File: config.mk
export PLATFORM = sky130hd
export DESIGN_NAME = load_store_unit
export DESIGN_NICKNAME = d
export VERILOG_FILES = /design/src/rtl/lsu_pkg.sv /design/src/rtl/lsu_resp_reg.sv /design/src/rtl/load_store_unit.sv
export SDC_FILE = /design/constraint.sdc
export NUM_CORES = 1
export LEC_CHECK = 0
export ABC_AREA = 0
export CORE_UTILIZATION = 46
export DETAILED_ROUTE_END_ITERATION = 10
export PLACE_DENSITY = 0.84
export SLEW_MARGIN = 20
export SYNTH_ARGS = -nofsm -noshare
export SYNTH_HDL_FRONTEND = slang
export SYNTH_HIERARCHICAL = 1
export SYNTH_SLANG_ARGS = --single-unit
File: constraint.sdc
create_clock -name clk -period 3 [get_ports clk]
set_input_delay 0.75 -clock clk [delete_from_list [all_inputs] [get_ports clk]]
set_output_delay 0.75 -clock clk [all_outputs]
set_load 0.005 [all_outputs]
File: src/rtl/lsu_pkg.sv
// Shared types and sizing constants for the load/store unit and its response register.
package lsu_pkg;

  localparam int unsigned LSU_MEM_WORDS = 8;
  localparam int unsigned LSU_DATA_W    = 8;
  localparam int unsigned LSU_RD_W      = 3;

  typedef enum logic [2:0] {
    IDLE       = 3'd0,
    STORE      = 3'd1,
    LOAD_ISSUE = 3'd2,
    LOAD_WAIT  = 3'd3,
    RESP       = 3'd4
  } lsu_state_t;

  function automatic logic addr_in_range(input int unsigned addr, input int unsigned words);
    return addr < words;
  endfunction

endpackage

File: src/rtl/lsu_resp_reg.sv
// Writeback response register: captures destination index and load data on 'load',
// otherwise holds its value so a stalled response stays stable.
module lsu_resp_reg
  import lsu_pkg::*;
#(
  parameter int unsigned DATA_W = LSU_DATA_W
) (
  input  logic                clk,
  input  logic                rst,
  input  logic                load,
  input  logic [LSU_RD_W-1:0] rd_in,
  input  logic [DATA_W-1:0]   data_in,
  output logic [LSU_RD_W-1:0] rd_out,
  output logic [DATA_W-1:0]   data_out
);

  always_ff @(posedge clk or posedge rst) begin
    if (rst) begin
      rd_out   <= '0;
      data_out <= '0;
    end else if (load) begin
      rd_out   <= rd_in;
      data_out <= data_in;
    end
  end

endmodule

File: src/rtl/load_store_unit.sv
// Single-outstanding load/store unit between the execute stage and a data memory
// with registered read data; out-of-range requests raise a one-cycle fault pulse.
module load_store_unit
  import lsu_pkg::*;
#(
  parameter int unsigned MEM_WORDS = LSU_MEM_WORDS,
  parameter int unsigned DATA_W    = LSU_DATA_W
) (
  input  logic                clk,
  input  logic                rst,
  input  logic                req_valid,
  output logic                req_ready,
  input  logic                req_write,
  input  logic [DATA_W-1:0]   req_addr,
  input  logic [DATA_W-1:0]   req_data,
  input  logic [LSU_RD_W-1:0] req_rd,
  output logic                mem_enable,
  output logic [DATA_W-1:0]   mem_address,
  output logic [DATA_W-1:0]   mem_data_in,
  input  logic [DATA_W-1:0]   mem_data_out,
  output logic                wb_valid,
  input  logic                wb_ready,
  output logic [LSU_RD_W-1:0] wb_rd,
  output logic [DATA_W-1:0]   wb_data,
  output logic                fault,
  output lsu_state_t          state_dbg
);

  // Handshakes: a transfer happens on a rising edge where valid && ready are both 1;
  // the producer holds its payload stable while valid is high and ready is low.
  lsu_state_t              state_q, state_d;
  logic [DATA_W-1:0]       addr_q, data_q;
  logic [LSU_RD_W-1:0]     rd_q;
  logic                    fault_q;
  logic                    accept, in_range;

  assign req_ready = (state_q == IDLE);
  assign wb_valid  = (state_q == RESP);
  assign fault     = fault_q;
  assign state_dbg = state_q;
  assign accept    = req_valid && req_ready;
  assign in_range  = addr_in_range(32'(req_addr), MEM_WORDS);

  always_ff @(posedge clk or posedge rst) begin
    if (rst) begin
      state_q <= IDLE;
      addr_q  <= '0;
      data_q  <= '0;
      rd_q    <= '0;
      fault_q <= 1'b0;
    end else begin
      state_q <= state_d;
      fault_q <= accept && !in_range;
      if (accept) begin
        addr_q <= req_addr;
        data_q <= req_data;
        rd_q   <= req_rd;
      end
    end
  end

  // The load/store choice is folded into the state, so req_write need not be kept.
  always_comb begin
    state_d = state_q;
    case (state_q)
      IDLE:       if (accept && in_range) state_d = req_write ? STORE : LOAD_ISSUE;
      STORE:      state_d = IDLE;
      LOAD_ISSUE: state_d = LOAD_WAIT;
      LOAD_WAIT:  state_d = RESP;
      RESP:       if (wb_ready) state_d = IDLE;
      default:    state_d = IDLE;
    endcase
  end

  always_comb begin
    mem_enable  = 1'b0;
    mem_address = '0;
    mem_data_in = '0;
    case (state_q)
      STORE: begin
        mem_enable  = 1'b1;
        mem_address = addr_q;
        mem_data_in = data_q;
      end
      // The memory expects the read address on its data port as well during loads.
      LOAD_ISSUE, LOAD_WAIT: begin
        mem_address = addr_q;
        mem_data_in = addr_q;
      end
      default: ;
    endcase
  end

  lsu_resp_reg #(.DATA_W(DATA_W)) u_resp (
    .clk      (clk),
    .rst      (rst),
    .load     (state_q == LOAD_WAIT),
    .rd_in    (rd_q),
    .data_in  (mem_data_out),
    .rd_out   (wb_rd),
    .data_out (wb_data)
  );

endmodule

==> results of run 1 <==
[layout make-up]
class | instances | area (µm²)
Fill cell | 237 | 1040
Inverter | 3 | 11.3
Tap cell | 46 | 57.6
Timing Repair Buffer | 68 | 673
Multi-Input combinational cell | 79 | 729
Clock buffer | 6 | 51.3
Sequential cell | 34 | 851
[kinds of logic after synthesis]
logic type / count (synthesis)
AOI/OAI and AO/OA: 12
buffers and inverters: 11
and+or+nand+nor: 37
muxes: 30
DFF: 34
[registers in the layout, summed over array words and instances, names as in the netlist]
name and count:
addr_q 8, data_q 8, u_resp/data_out 8, rd_q 3, state_dbg 3, u_resp/rd_out 3, fault 1
[cells in the mapped netlist (all sizes together)]
library cell,instances
nand3,1
nand3b,6
nor3,2
and2,9
a22oi,2
nand2,10
buf,6
mux2,30
a21oi,6
nor3b,1
nor2b,1
o22ai,1
clkbuf,2
o21ai,1
o41ai,1
nor2,7
a21boi,1
dfrtp,34
inv,3
[what timing repair did]
action	4_1_cts	5_1_grt
hold endpoints to repair	0	0
gates resized for setup	0	1
setup endpoints to repair	0	8
[critical path, stage by stage (launching register included)]
cell and delay [ns]:
dfrtp_1 0.62, nor2_1 0.12, nor2_2 0.27, and2_1 0.18
clkdlybuf4s50_1 0.52
[cell usage in the layout (no fill, tap or decap), drive strengths merged]
master         netlist  layout
a21boi               1       1
a21oi                6       6
a22oi                2       2
and2                 9       9
buf                  6       3
clkbuf               2       6
clkdlybuf4s50        0      65
dfrtp               34      34
inv                  3       3
mux2                30      30
nand2               10      10
nand3                1       1
nand3b               6       6
nor2                 7       7
nor2b                1       1
nor3                 2       2
nor3b                1       1
o21ai                1       1
o22ai                1       1
o41ai                1       1
[per-stage QoR]
step           cell area, µm²  setup slack (ns)  hold WS [ns]
2_1_floorplan            1670              1.24         0.482
3_3_place_gp             2320             0.565         0.490
3_5_place_dp             2320             0.476         0.492
4_1_cts                  2370             0.102         0.517
5_1_grt                  2370            0.0378         0.534
6_report                 2370             0.223         0.514
[worst paths after layout]
| path | slack (ns) | endpoint | depth (start not counted) |
|---|---|---|---|
| max | 0.22 | mem_address[0] | 4 |
| min | 0.51 | u_resp/data_out[7] | 1 |
| max reg2reg | 1.32 | data_q[0] | 4 |
| min reg2reg | 0.51 | u_resp/data_out[7] | 1 |
| max in group asynchronous | 1.56 | addr_q[2] | 2 |
| min in group asynchronous | 0.72 | u_resp/rd_out[0] | 2 |
[where the power goes]
part	switching [W]	leakage [nW]	internal, W	total [W]
clock	0.000135	0.0302	0.000106	0.000240
combinational	0.000299	0.597	0.000670	0.000969
sequential	0.000146	0.424	0.000655	0.000801
[per-layer routing]
metal / track usage / part of all wire / vias to the layer above / routed length (µm)
li1: - / - / 557 / -
met1: 0.242 / 0.45 / 543 / 1620
met2: 0.326 / 0.46 / 63 / 1650
met3: 0.0588 / 0.077 / 5 / 275
met4: 0.0785 / 0.011 / 0 / 40
met5: 0 / 0 / - / 0
==> metrics, run 1 <==
Setup Viol. Count Final=0; fin crit share=0.926; Hold Startpoint=u_resp/data_out[7]; Synth cell types=24; Total GRT Usage=0.197; largest family of logic cells by synthesized area=multiplexers; Post-Syn Instances=between 100 and 150; unrepaired setup endpoints after global routing=false; Non-Filler Instances=between 200 and 250; total die area=0.00387 mm²; worst path arrival time=between 2 and 2.5 ns; leakage power=between 1 and 1.5 nW; yosys warns=6; setup TNS=0 ns; I/O pin total=66; Hold WC Path Type=reg2reg; Post-CTS Hold Buffers=0; R2R Path Start=state_dbg[1]; largest area contributor in the netlist=dfrtp_1; pwr dens=~850 mW/mm²; via/cell ratio=slightly below 5; Fin. Hold Viols=0; WP data required=about 2.3 ns; Compound-Gate Fraction of Synth Area=0.0435; MaxCap Viol Count=0; Synth Area in XOR/XNOR=0; slew margin rel.=0.437; kind of end point of the critical path=primary output; root buf cell=clkbuf_4; H-tree depth=2; routed len/inst=15.2 µm; run status=finished clean; DRT antenna net count=0; Total Wirelength=about 3.6 mm; Die Ht=between 60 and 70 µm; skew final=0.00413 ns; Mapped Area=about 0.0017 mm²; critical-path maximum fanout=14; mux cell area share after synthesis=0.268; vias in the first global route=approximately 1300; Yosys reg bits=34; Rows=21; Fmax achieved=between 300 and 400 MHz; min Tclk post-route=between 2 and 3 ns; top cell type's share of synthesized area=0.510; critical path launch point=state_dbg[0]; top cells by area, synth=dfrtp_1 51%, mux2_4 26%, and2_1 3.0%; post-synthesis adder-cell area fraction=0; Crit Path Class=reg2out; port bufs=between 60 and 70; Net Count, Synth=156; Pre-antenna DRT Iters=4; Die Wd=between 60 and 70 µm; Slew @ Worst Pin=~0.84 ns; clock-pin slew on the worst setup and hold paths=~0.090 ns; nets=between 200 and 250; post-synthesis sequential area ratio=0.510; Starting Density=0.489; global-route wire length before repair=~5.8 mm; cts bufs inserted=5; Syn-to-layout area delta=42.2%; Total Power=~0.002 W; CP Launch Type=flop; HPWL after DPL=approximately 2.6 mm; VDD IR max=between 0.0004 and 0.0005 V; drt first-iter violations=between 40 and 50; CTS tree=built; Vias=about 1200; largest net degree at the start of global routing=24; Sink Count=34; antenna violations before repair=0; Pins Over Slew Limit=0; layout cells sized above 1=0.221; global placer's final weighted congestion=0.797; Post-CTS Setup Inserts=0; core box area=approximately 0.0034 mm²; Post-Synth Simple-Gate Area=0.124; total grt overflow=0; # diodes=0; final design utilization=0.695; Mapped Avg Cell Area=13.5 µm²; Residual DRC=0; Skew-Pair Late Insertion Delay=between 0.3 and 0.4 ns; Clock Tree Buf Depth=2; DP Cell Count=230
No activity file was read; power rests on OpenSTA's default activity.
==> run 2, diff against run 1 <==
--- a/config.mk
+++ b/config.mk
@@ -6,6 +6,7 @@
 export NUM_CORES = 1
 export LEC_CHECK = 0
 export ABC_AREA = 0
+export CORE_ASPECT_RATIO = 0.9
 export CORE_UTILIZATION = 46
 export DETAILED_ROUTE_END_ITERATION = 10
 export PLACE_DENSITY = 0.84
==> constraint.sdc (replaced) <==
create_clock -name clk -period 3.5 [get_ports clk]
set_input_delay 0.875 -clock clk [delete_from_list [all_inputs] [get_ports clk]]
set_output_delay 0.875 -clock clk [all_outputs]
set_load 0.005 [all_outputs]
==> run 2 against run 1 <==
Effect of this change:
- largest power group unchanged
- combinational power shrank 17%
- non-clock buffer count decreased by 2
- design area increased by 1.0%
- global-route usage fell by 0.072 points
==> metrics, run 2 (synthesis gave the netlist of run 1 again) <==
skew final=0.00765 ns (+0.00351 ns); Net Switching=0.000515 W (-11%); H-tree depth=2 (unchanged); Residual DRC=0 (unchanged); Pre-antenna DRT Iters=4 (unchanged); worst path arrival time=2.20 ns (+0.17 ns); run status=finished clean; Starting Density=0.487 (-0.00178); critical-path maximum fanout=21 (+7); Slew @ Worst Pin=0.817 ns (-0.0264 ns); Fin. Hold Viols=0 (unchanged); root buf cell=clkbuf_8; worst reg2reg path depth=3 (-1); setup TNS=0 ns (unchanged); filler instances=225 (-5.1%); Die Wd=65.5 µm (+5.2%); Syn-to-layout area delta=43.6%; min Tclk post-route=3.08 ns; Die Ht=59.1 µm (-5.0%); total die area=0.00387 mm² (about the same); leakage power=1.06 nW (+0.62%); port bufs=65 (unchanged); VDD IR max=0.000384 V (-23%); cts bufs inserted=5 (unchanged); kind of end point of the critical path=primary output; Clk pwr share=0.163 (+0.044); routed len/inst=14.8 µm (-2.5%); Total Wirelength=3.47 mm (-3.3%); fin crit share=0.879; global placer's final weighted congestion=0.820 (+2.9%); antenna violations before repair=0 (unchanged); CP Launch Type=flop; drt first-iter violations=53 (+20%); Area after DPL=0.00230 mm² (-0.75%); Clock Tree Buf Depth=2 (unchanged); worst hold path endpoint=u_resp/data_out[1]; Skew-Pair Late Insertion Delay=0.28 ns (-0.04 ns); MaxCap Viol Count=0 (unchanged); nets=221 (-0.90%); layout cells sized above 1=0.216 (-0.00526); Hold Startpoint=u_resp/data_out[1]; fin area=0.00240 mm² (+1.0%); Crit Path Class=reg2out; CTS tree=built; slew margin rel.=0.455 (+0.0177); R2R Path Start=state_dbg[1]; combinational power share=0.444 (-0.038); Post-CTS Hold Buffers=0 (unchanged); biggest regs=addr_q: 8 flops, data_q: 8 flops, u_resp/data_out: 8 flops; commonest cells after routing, fill and taps aside=65 x clkdlybuf4s50_1, 34 x dfrtp_1, 29 x mux2_4; final design utilization=0.699 (+0.00440); Rows=20 (-4.8%); Resize count post-CTS=0 (unchanged); Sw Ratio=0.286 (-0.00242); Post-CTS Setup Inserts=0 (unchanged); total grt overflow=0 (unchanged); Non-Filler Instances=234 (-0.85%); Reg-to-Reg End=data_q[3]; HPWL after DPL=2.67 mm (+1.4%); core box area=0.00343 mm² (+0.37%); via/cell ratio=4.88 (-1.3%); DRT antenna net count=0 (unchanged); global-route wire length before repair=5.54 mm (-4.5%); I/O pin total=66 (unchanged); hold depth=1 (unchanged); Int Pwr=0.00129 W (-10%); r2r setup slk=1.76 ns (+0.44 ns); # diodes=0 (unchanged); Pins Over Slew Limit=0 (unchanged); WP data required=2.62 ns (+0.37 ns); Vias=1143 (-2.1%); Fmax achieved=325 MHz; Sink Count=34 (unchanged); Setup Viol. Count Final=0 (unchanged); share of power burned in registers=0.393 (-0.006); clock-pin slew on the worst setup and hold paths=0.06 ns (-0.03 ns); largest net degree at the start of global routing=24 (unchanged); commonest non-fill, non-tap cell in the layout=clkdlybuf4s50_1; pwr dens=752 mW/mm² (-11%); vias in the first global route=1114 (-12%); DP Cell Count=226 (-1.7%); Total GRT Usage=0.197 (-0.000723); Hold WC Path Type=reg2reg; unrepaired setup endpoints after global routing=false
==> run 2: cell types whose count changed in the layout (fill, tap and decap cells not counted), sizes merged <==
| cell | change |
|---|---|
| buf | -2 |
| clkinv | +1 |
| clkinvlp | +1 |
==> run 2: worst max-delay path by stage <==
stage            startpoint  cells past startpoint  slack, ns              to
3_3_place_gp   state_dbg[1]                      4       0.83  mem_address[0]
6_report       state_dbg[1]                      4       0.42  mem_address[6]
4_1_cts        state_dbg[1]                      4       0.41  mem_address[6]
5_1_grt        state_dbg[1]                      4       0.24  mem_address[6]
2_1_floorplan  state_dbg[1]                      4       1.61  mem_address[0]
3_5_place_dp   state_dbg[1]                      4       0.73  mem_address[6]
==> run 2: through the flow <==
| step | hold WS (ns) | worst slack, ns | power, W |
|---|---|---|---|
| 6_report | 0.512 | 0.423 | 0.00180 |
| 5_1_grt | 0.529 | 0.242 | 0.00191 |
| 4_1_cts | 0.515 | 0.409 | 0.00182 |
| 3_5_place_dp | 0.498 | 0.728 | 0.00152 |
| 3_3_place_gp | 0.491 | 0.834 | 0.00149 |
| 2_1_floorplan | 0.482 | 1.61 | 0.00114 |
==> run 2: cell type report <==
type / count / area [µm²] / share of cell area
clock buffers: 6 / 82.6 / 0.0344
clock inverters: 2 / 12.5 / 0.00522
inverters: 3 / 11.3 / 0.00470
multi-input cells: 79 / 727 / 0.303
flip-flops and latches: 34 / 851 / 0.355
well taps: 44 / 55.1 / 0.0230
repair buffers: 66 / 658 / 0.275
==> run 2: power groups by stage <==
stage	Combinational, W	Clock, W	Sequential, W
floorplan	0.000485	0	0.000659
global placement	0.000785	0	0.000706
detailed placement	0.000804	0	0.000712
CTS	0.000808	0.000304	0.000707
global route	0.000850	0.000324	0.000735
finish	0.000800	0.000294	0.000708
==> run 2: routing by layer <==
metal  wire length, µm  share of wire  track usage
met5                 0              0            0
met4                 7         0.0020       0.0466
met3               143          0.041       0.0769
met2              1760           0.51        0.293
met1              1560           0.45        0.270
==> run 2: critical path, stage by stage (launching register included) <==
cell             delay (ns)
dfrtp_1                0.71
nor2_1                 0.14
nor2_1                 0.37
and2_1                 0.21
clkdlybuf4s50_1        0.50
